`config.mk`:
```
export PLATFORM = sky130hd
export DESIGN_NAME = macrocell_cfg_loader
export DESIGN_NICKNAME = d
export VERILOG_FILES = /design/src/rtl/macrocell_cfg_loader.sv
export SDC_FILE = /design/constraint.sdc
export NUM_CORES = 1
export LEC_CHECK = 0
export BUFFER_PORTS_ARGS = -buffer_cell sky130_fd_sc_hd__buf_2
export CAP_MARGIN = 20
export CORE_ASPECT_RATIO = 1.4
export CORE_MARGIN = 4
export CORE_UTILIZATION = 30
export CTS_BUF_LIST = sky130_fd_sc_hd__clkbuf_4 sky130_fd_sc_hd__clkbuf_8
export DETAILED_ROUTE_END_ITERATION = 16
export RECOVER_POWER = 25
export SYNTH_ARGS = -nofsm -noshare
export SYNTH_HDL_FRONTEND = slang
export SYNTH_SLANG_ARGS = --single-unit
```
`constraint.sdc`:
```
create_clock -name clk -period 1.8 [get_ports clk]
set_input_delay 0.36 -clock clk [delete_from_list [all_inputs] [get_ports clk]]
set_output_delay 0.36 -clock clk [all_outputs]
set_load 0.1 [all_outputs]
```
`src/rtl/macrocell_cfg_loader.sv`:
```
// Serial fuse-word loader for one macrocell: shifts a parity-protected word into a shadow
// register, commits it to the active select bus, and shifts the active word back out for verify.
module macrocell_cfg_loader #(
    parameter int               CFG_W     = 21,
    parameter logic [CFG_W-1:0] RESET_CFG = '0
) (
    input  logic             clk,
    input  logic             rst,
    input  logic             load_start,
    input  logic             cfg_bit_v,
    input  logic             cfg_bit_valid,
    output logic             cfg_bit_ready,
    input  logic             commit_v,
    input  logic             readback_start,
    output logic             rb_bit_v,
    output logic             rb_bit_valid,
    input  logic             rb_bit_ready,
    output logic             busy,
    output logic             done,
    output logic             err,
    output logic [CFG_W-1:0] mc_cfg_v
);

    // state | meaning
    // IDLE  | no transfer; waits for load_start or readback_start
    // SHIFT | accepting fuse bits 0..CFG_W-1 into the shadow
    // CHECK | accepting the even-parity bit for the shadow
    // ARMED | shadow verified; waits for commit_v
    // READ  | shifting the active word out, then its parity bit

    localparam int                 CNT_W    = $clog2(CFG_W + 1);
    localparam logic [CNT_W-1:0]   LAST_BIT = CNT_W'(CFG_W - 1);
    localparam logic [CNT_W-1:0]   PAR_CNT  = CNT_W'(CFG_W);

    typedef enum logic [2:0] {IDLE, SHIFT, CHECK, ARMED, READ} state_t;

    state_t           state;
    logic [CNT_W-1:0] count;
    logic [CFG_W-1:0] shadow;
    logic [CFG_W-1:0] rd_sr;

    assign busy = (state != IDLE);

    always_ff @(posedge clk) begin
        if (rst) begin
            state         <= IDLE;
            count         <= '0;
            shadow        <= '0;
            rd_sr         <= '0;
            mc_cfg_v      <= RESET_CFG;
            cfg_bit_ready <= 1'b0;
            rb_bit_valid  <= 1'b0;
            rb_bit_v      <= 1'b0;
            done          <= 1'b0;
            err           <= 1'b0;
        end else begin
            done <= 1'b0;
            // load_start restarts from any state except an in-flight readback
            if (load_start && state != READ) begin
                state         <= SHIFT;
                count         <= '0;
                shadow        <= '0;
                err           <= 1'b0;
                cfg_bit_ready <= 1'b1;
            end else begin
                case (state)
                    IDLE: begin
                        if (readback_start) begin
                            state        <= READ;
                            rd_sr        <= mc_cfg_v;
                            count        <= '0;
                            rb_bit_valid <= 1'b1;
                            rb_bit_v     <= mc_cfg_v[0];
                        end
                    end
                    SHIFT: begin
                        if (cfg_bit_valid) begin
                            shadow[count] <= cfg_bit_v;
                            count         <= count + 1'b1;
                            if (count == LAST_BIT) begin
                                state <= CHECK;
                            end
                        end
                    end
                    CHECK: begin
                        if (cfg_bit_valid) begin
                            cfg_bit_ready <= 1'b0;
                            if (^{shadow, cfg_bit_v}) begin
                                err   <= 1'b1;
                                state <= IDLE;
                            end else begin
                                state <= ARMED;
                            end
                        end
                    end
                    ARMED: begin
                        if (commit_v) begin
                            mc_cfg_v <= shadow;
                            done     <= 1'b1;
                            state    <= IDLE;
                        end
                    end
                    READ: begin
                        if (rb_bit_ready) begin
                            if (count == PAR_CNT) begin
                                state        <= IDLE;
                                done         <= 1'b1;
                                rb_bit_valid <= 1'b0;
                                rb_bit_v     <= 1'b0;
                                count        <= '0;
                            end else begin
                                rd_sr    <= rd_sr >> 1;
                                count    <= count + 1'b1;
                                // after the last data bit comes the even-parity bit of the active word
                                rb_bit_v <= (count == LAST_BIT) ? ^mc_cfg_v : rd_sr[1];
                            end
                        end
                    end
                    default: state <= IDLE;
                endcase
            end
        end
    end

endmodule

```
; ---- Word level (Yosys, flattened, before mapping)
; Cells that the tools add are included.
[word_totals]
word_cells = 96
register_bits = 76
out_inout_bits = 27
input_bits = 8
[op_classes]
n_reduce_logical = 21
bitwise_logic = 1
add_sub_neg = 1
n_mux = 38
eq_ne = 22
n_lt_le_gt_ge = 2
[ops]
columns = operator, count
row1 = two-way mux 21 bit, 3
row2 = one-hot mux 21 bit (2 select lines), 1
row3 = != test 3 bit (second input constant), 8
row4 = parity 22 bit, 1
row5 = bitwise mux 21 bit, 1
row6 = two-way mux 3 bit, 7
row7 = parity 21 bit, 1
row8 = two-way mux 5 bit, 4
row9 = != test 2 bit (second input constant), 8
row10 = two-way mux 1 bit, 15
row11 = one-hot mux 3 bit (5 select lines), 1
row12 = one-hot mux 5 bit (3 select lines), 1
row13 = AND reduction 7 bit, 2
row14 = equality test 5 bit (second input constant), 2
row15 = AND reduction 5 bit, 2
row16 = AND reduction 4 bit, 2
row17 = equality test 3 x 2 -> 1 bit (second input constant), 2
row18 = less-than comparator 5 x 6 -> 1 bit (second input constant), 1
row19 = one-hot mux 1 bit (2 select lines), 3
row20 = AND reduction 3 bit, 2
row21 = nonzero test 2 bit, 3
row22 = nonzero test 3 bit, 2
row23 = adder 5 x 1 -> 5 bit (second input constant), 1
row24 = demux 1 bit (select 5 bit), 1
row25 = 9 further kinds, 11

; ---- Depth between registers and ports, before layout
; Gate-level depths: netlist (run 1).
[logic_depth]
word_depth = 5
mapped_depth = 8
depth_no_buf = 7

; ---- Worst setup path before layout (run 1)
; OpenSTA, ideal clock, no wires.
[synth_timing]
kind = register to register
startpoint = register mc_cfg_v[12]
endpoint = register rb_bit_v
setup_slack_ns = -0.444
stages_incl_launch_ff = 7
t_required_ns = 1.709
synth_period_minus_slack_ns = 2.244
path_buffers = 0
t_arrival_ns = 2.153
setup_ns = 0.091
cell_sequence = dfxtp_1 xor2_1 xnor2_1 xnor2_1 xnor3_1 nand4_1 a311oi_1
[synth_between]
elab_chain_cells = 5
[synth_rtl]
columns = element, line
row1 = start: declaration, 21  ; output logic [CFG_W-1:0] mc_cfg_v
row2 = start signal: assignment, 98  ; mc_cfg_v <= shadow;
row3 = parity 21 bit, 115  ; rb_bit_v <= (count == LAST_BIT) ? ^mc_cfg_v : rd_sr[1];
row4 = two-way mux 1 bit, 115
row5 = two-way mux 1 bit, 105  ; if (count == PAR_CNT) begin
row6 = two-way mux 1 bit, 104  ; if (rb_bit_ready) begin
row7 = one-hot mux 1 bit (2 select lines), 66  ; case (state)
row8 = end signal: assignment, 73  ; rb_bit_v <= mc_cfg_v[0];
row9 = end signal: assignment, 115
row10 = end: declaration, 15  ; output logic rb_bit_v,
; Every way passes these cells. The select of a mux whose other input is x is not followed.
; A chain may end at the register's enable or synchronous reset.

; ---- Final worst setup path (run 1)
[layout_timing]
startpoint = register state[1]
endpoint = output port busy
[layout_between]
elab_chain_cells = 1
[layout_rtl]
columns = element, line
row1 = start: declaration, 37  ; state_t state;
row2 = start signal: assignment, 46  ; state <= IDLE;
row3 = start signal: assignment, 60  ; state <= SHIFT;
row4 = start signal: assignment, 69  ; state <= READ;
row5 = nonzero test 3 bit, 42  ; assign busy = (state != IDLE);
row6 = end: declaration, 18  ; output logic busy,
; Every way passes these cells.

==> results of run 1 <==
registers in the layout, summed over array words and instances (netlist names):
| signal | flops |
|---|---|
| cfg_bit_ready | 1 |
| count | 5 |
| done | 1 |
| err | 1 |
| mc_cfg_v | 21 |
| rb_bit_v | 1 |
| rb_bit_valid | 1 |
| rd_sr | 20 |
| shadow | 21 |
| state | 3 |
final cells by class:
type	count	area [um2]
Sequential cell	75	1550
Tap cell	147	184
Clock inverter	7	82.6
Fill cell	1226	7500
Inverter	4	15.0
Multi-Input combinational cell	337	2020
Clock buffer	9	124
Timing Repair Buffer	57	398
timing repair:
action	CTS	global route
buffers inserted	0	1
pin swaps	0	4
resized for setup	1	8
cloned	0	1
hold buffers	0	0
setup endpoints to repair	1	24
cell usage after synthesis, drive strengths merged (2+ instances only):
cell type,number,area [um2]
a21oi,30,158
a311oi,20,175
and2,9,56.3
and3b,2,18.8
buf,15,80.1
clkbuf,16,65.1
dfxtp,75,1500
ha,4,50.1
inv,4,15.0
mux2i,25,250
nand2,108,405
nand2b,6,37.5
nand4,3,18.8
nor2,58,220
nor3,5,25.0
nor3b,3,22.5
o21a,2,15.0
o21ai,3,15.0
xnor2,38,333
xor2,4,35.0
routing by layer:
layer,track usage (%),up-vias
met3,3.17,8
met2,22.2,37
li1,-,1566
met5,0,-
met1,14.7,1429
met4,6.02,0
worst max-delay path, cell delays in order (launching register included):
cell and delay (ps):
dfxtp_1 340, buf_4 170, nor3_2 210, inv_1 100, buf_12 170
power breakdown:
group | internal [uW] | switching, uW
clock network | 761 | 618
registers | 1700 | 31.8
logic | 158 | 270
kinds of logic (layout without fill, tap and decap cells):
family | count (synthesis) | count (layout) | share of synthesized area [%]
AOI/OAI and AO/OA | 64 | 64 | 12.2
xor gates and xnor gates | 43 | 43 | 10.7
adders and majority gates | 4 | 4 | 1.37
buffers and inverters | 35 | 77 | 4.38
DFF | 75 | 75 | 41.1
muxes | 26 | 26 | 7.16
and+or+nand+nor | 200 | 200 | 23.1
metrics by stage:
step	total power [uW]	area, um2
finish	3540	4370
global route	3700	4370
CTS	3540	4310
detailed placement	2170	4100
global placement	2160	4100
floorplan	2060	3700
worst max-delay path by stage:
| stage | from | end | slack, ps |
|---|---|---|---|
| after floorplan | mc_cfg_v[7] | rb_bit_v | 0.1 |
| after global placement | cfg_bit_v | err | 40 |
| after detailed placement | cfg_bit_v | err | 10 |
| after CTS | state[0] | busy | 40 |
| after global routing | count[0] | rd_sr[8] | -40 |
| final | state[1] | busy | 80 |
==> metrics, run 1 <==
max frequency=581 MHz; commonest cells after routing, fill and taps aside=nand2_1 (108), nor2_1 (56), dfxtp_1 (51), xnor2_1 (37), buf_2 (31); Post-synth EDFFs=0; Vias/cell=4.78; sequential fraction of the synthesis area=41.1%; CP Capture Type=output port; Placement Rows=47; Clk Latency, worst-skew pair=360 ps; DR vias=3040; DR top layer=met4; Yosys warning total=0; Port Buf Inserts=34; Placed Cells=618; ant diodes=0; final setup fails=0; clock sink total=75; DRT met1 WL=3680 um; Worst Max-Slew Pin Slew=544 ps; Main synth FF type=dfxtp_1; gr usage total=12.9%; FFs w/ async S/R, synth=0%; pins over their slew limit=0; Register-to-Register Path Depth=8; Pre-Repair DR Iteration Count=4; initial antenna violation count=0; Worst Setup Start Kind=flip-flop; vias in the first global route=3006; Clock Skew=9.14 ps; metal3 WL=294 um; largest net degree at the start of global routing=45; arrival time at the worst endpoint=1360 ps; Fin. Hold Viols=0; DR WL met2=4620 um; Hold Crit Class=input port to flip-flop; final setup TNS=0 ps; final cell count without fillers=636; Cells after Synth=447; reg2reg start=state[2]; Crit Path Max Fanout=7; total CTS buffers=9; worst setup margin=78.2 ps; R2R setup slack=110 ps; final wirelength=8770 um; # DRC=0; PwrDens=809 mW/mm2; Core Util, Final=36.8%; gpl congestion=0.817; GR Overflow Total=0; CTS tree=done; DR iter-0 viols=193; Final min period=1720 ps; Die H=139 um; H-tree depth=3; initial core utilization=30.8%; Hold EP=state[0]; crit path kind=flip-flop to output port; layout cell share with drive strength beyond 1=21.3%; synthesis-to-finish area growth=19.7%; Routed Antenna Nets=0; Mapped Avg Cell Area=8.17 um2; relative max-transition margin=63.9%; Die X=101 um; Synth cell types=44; CTS Buffer Depth=2; net count after synthesis=459; Seq cells post-synth=75; Routed wire per std cell=13.8 um; Place WS=10.1 ps; reg-to-reg critical path endpoint=rd_sr[19]; Worst Path Required=1440 ps; final worst path period share=95.7%; hold_sp=rst; Core Footprint=0.0119 mm2; commonest non-fill, non-tap cell in the layout=nand2_1; Mapped Area=0.00365 mm2; nets@finish=496; Hold WS=274 ps; Detailed Place HPWL=6290 um; WHS Path Cells=2; maxcap violations=0; maximum VDD drop=0.386 mV; first-pass GRT wire length=14400 um; Reg clk slew, reported paths=80 ps; status=completed; die area=0.0140 mm2; LEAKAGE=0.00170 uW; Root Buffer=clkbuf_8; Ports=35
Power figures use the tool's default switching activity.
==> run 2, diff against run 1 <==
==> constraint.sdc (replaced) <==
create_clock -name clk -period 1.4 [get_ports clk]
set_input_delay 0.28 -clock clk [delete_from_list [all_inputs] [get_ports clk]]
set_output_delay 0.28 -clock clk [all_outputs]
set_load 0.1 [all_outputs]
==> run 2 against run 1 <==
Compared with the run above: the run now ends with negative setup slack left; first-iteration DRC count down 0.52%; routed wire length grew 32%; sequential share of layout area is 9.1 points lower; setup slack lost 290 ps; clock power is 15% higher; die area unchanged; cell area increased by 39%.
==> metrics, run 2 (synthesis gave the netlist of run 1 again) <==
status=complete, but fails checks (was completed); failing checks=negative setup slack; Core Util, Final=51.3% (was 36.8%); final setup fails=57 (was 0); clock sink total=75 (unchanged); Detailed Place HPWL=7080 um (was 6290 um); Register-to-Register Path Depth=5 (was 8); final worst path period share=115%; WHS Path Cells=2 (unchanged); commonest cells after routing, fill and taps aside=nand2_1 (98), buf_4 (72), dfxtp_1 (42), nor2_1 (31) (was nand2_1 (108), nor2_1 (56), dfxtp_1 (51), xnor2_1 (37), buf_2 (31)); pins over their slew limit=0 (unchanged); Hold EP=state[0] (unchanged); Hold WS=250 ps (was 274 ps); PwrDens=765 mW/mm2 (was 809 mW/mm2); Vias/cell=5.02 (was 4.78); max frequency=619 MHz; relative max-transition margin=67.8% (was 63.9%); gpl congestion=0.939 (was 0.817); worst setup margin=-215 ps (was 78.2 ps); ant diodes=0 (unchanged); vias in the first global route=3416 (was 3006); Final min period=1610 ps; LEAKAGE=0.00241 uW (was 0.00170 uW); CP Capture Type=flip-flop (was output port); Routed Antenna Nets=0 (unchanged); hold_sp=rst (unchanged); Placed Cells=674 (was 618); DR vias=3578 (was 3040); Core Footprint=0.0119 mm2 (unchanged); R2R setup slack=-210 ps (was 110 ps); reg-to-reg critical path endpoint=state[1] (was rd_sr[19]); Die H=139 um (unchanged); synthesis-to-finish area growth=66.8% (was 19.7%); Fin. Hold Viols=0 (unchanged); gr usage total=14.8% (was 12.9%); CP startpoint=state[2] (was state[1]); # DRC=0 (unchanged); initial core utilization=30.8% (unchanged); final wirelength=11600 um (was 8770 um); filler cell count=1041 (was 1226); reg2reg start=state[2] (unchanged); Place WS=-200 ps (was 10.1 ps); Clock Skew=10.4 ps (was 9.14 ps); first-pass GRT wire length=16800 um (was 14400 um); Worst Max-Slew Pin Slew=487 ps (was 544 ps); RSZ-0062 raised after global routing=true; die area=0.0140 mm2 (unchanged); Switch Pwr=1370 uW (was 919 uW); nets@finish=573 (was 496); Worst Path Required=1670 ps (was 1440 ps); top flop regs=mc_cfg_v: 21 flops, shadow: 21 flops, rd_sr: 20 flops (unchanged); DR iter-0 viols=192 (was 193); sequential share of power=47.2% (was 48.9%); Worst Setup Start Kind=flip-flop (unchanged); final cell count without fillers=713 (was 636); arrival time at the worst endpoint=1890 ps (was 1360 ps); Root Buffer=clkbuf_8 (unchanged); total CTS buffers=9 (unchanged); CTS Buffer Depth=2 (unchanged); Internal Power=3290 uW (was 2620 uW); commonest non-fill, non-tap cell in the layout=nand2_1 (unchanged); CTS tree=done (unchanged); maximum VDD drop=0.381 mV (was 0.386 mV); Hold Crit Class=input port to flip-flop (unchanged); Die X=101 um (unchanged); layout cell share with drive strength beyond 1=50.2% (was 21.3%); Net Sw Frac=29.5% (was 26.0%); Pwr Total=4660 uW (was 3540 uW); maxcap violations=0 (unchanged); Routed wire per std cell=16.2 um (was 13.8 um); GR Overflow Total=0 (unchanged); Pre-Repair DR Iteration Count=4 (unchanged); Crit Path Max Fanout=8 (was 7); Port Buf Inserts=34 (unchanged); largest net degree at the start of global routing=45 (unchanged); H-tree depth=3 (unchanged); Reg clk slew, reported paths=70 ps (was 80 ps); combinational share of power=18.6% (was 12.1%); Ports=35 (unchanged); clock power share=34.2% (was 39.0%); Clk Latency, worst-skew pair=360 ps (about the same); crit path kind=flip-flop to flip-flop (was flip-flop to output port); Placement Rows=47 (unchanged); initial antenna violation count=0 (unchanged)
-- run 2: changes by cell type in the layout (fill, tap and decap cells not counted), sizes merged --
| cell | previous run | this run |
|---|---|---|
| buf | 53 | 126 |
| clkbuf | 13 | 19 |
| bufinv | 2 | 0 |
| clkinv | 4 | 3 |
| inv | 4 | 5 |
-- run 2: worst max path at each step --
stage	slack, ps	cells past startpoint	end
final	-210	5	state[1]
after detailed placement	-200	6	rb_bit_v
after floorplan	-220	6	rb_bit_v
after global routing	-270	6	state[2]
after CTS	-180	4	busy
after global placement	-170	6	rb_bit_v
-- run 2: metrics by stage --
step,TNS (ps),instance area (um2)
after global placement,-3480,4960
after global routing,-9990,6090
after detailed placement,-5140,4960
final,-7250,6090
after CTS,-3530,5480
after floorplan,-1500,3870
-- run 2: critical path: stages, from the launching register on --
cell and delay, ps:
dfxtp_4 420, or3b_4 430, buf_6 140, a21o_4 260, buf_4 160, o22ai_1 120
-- run 2: repair_timing --
action	4_1_cts	5_1_grt
setup endpoints to repair	79	61
pin swaps	4	31
gates resized for setup	47	107
setup buffers	7	7
gates cloned	3	6
hold buffers	0	0
-- run 2: layout make-up --
class / instances / area (um2) / share of cell area (%)
multi-input cells: 337 / 2580 / 42.3
clock buffers: 11 / 151 / 2.48
inverters: 4 / 17.5 / 0.287
clock inverters: 5 / 36.3 / 0.595
well taps: 147 / 184 / 3.02
flip-flops and latches: 75 / 1610 / 26.3
repair buffers: 134 / 1520 / 25.0
-- run 2: power groups by stage --
stage	Clock (uW)	Sequential [uW]	Combinational, uW
5_1_grt	1700	2210	917
3_3_place_gp	0	2250	588
6_report	1590	2200	868
2_1_floorplan	0	2290	383
4_1_cts	1610	2190	689
3_5_place_dp	0	2250	598
-- run 2: per-layer routing --
layer / wire length (um) / GRT usage, % / vias up
met4: 365 / 6.02 / 0
met1: 4320 / 16.2 / 1773
met2: 6590 / 27.8 / 58
met5: 0 / 0 / -
li1: - / - / 1722
met3: 280 / 2.01 / 25
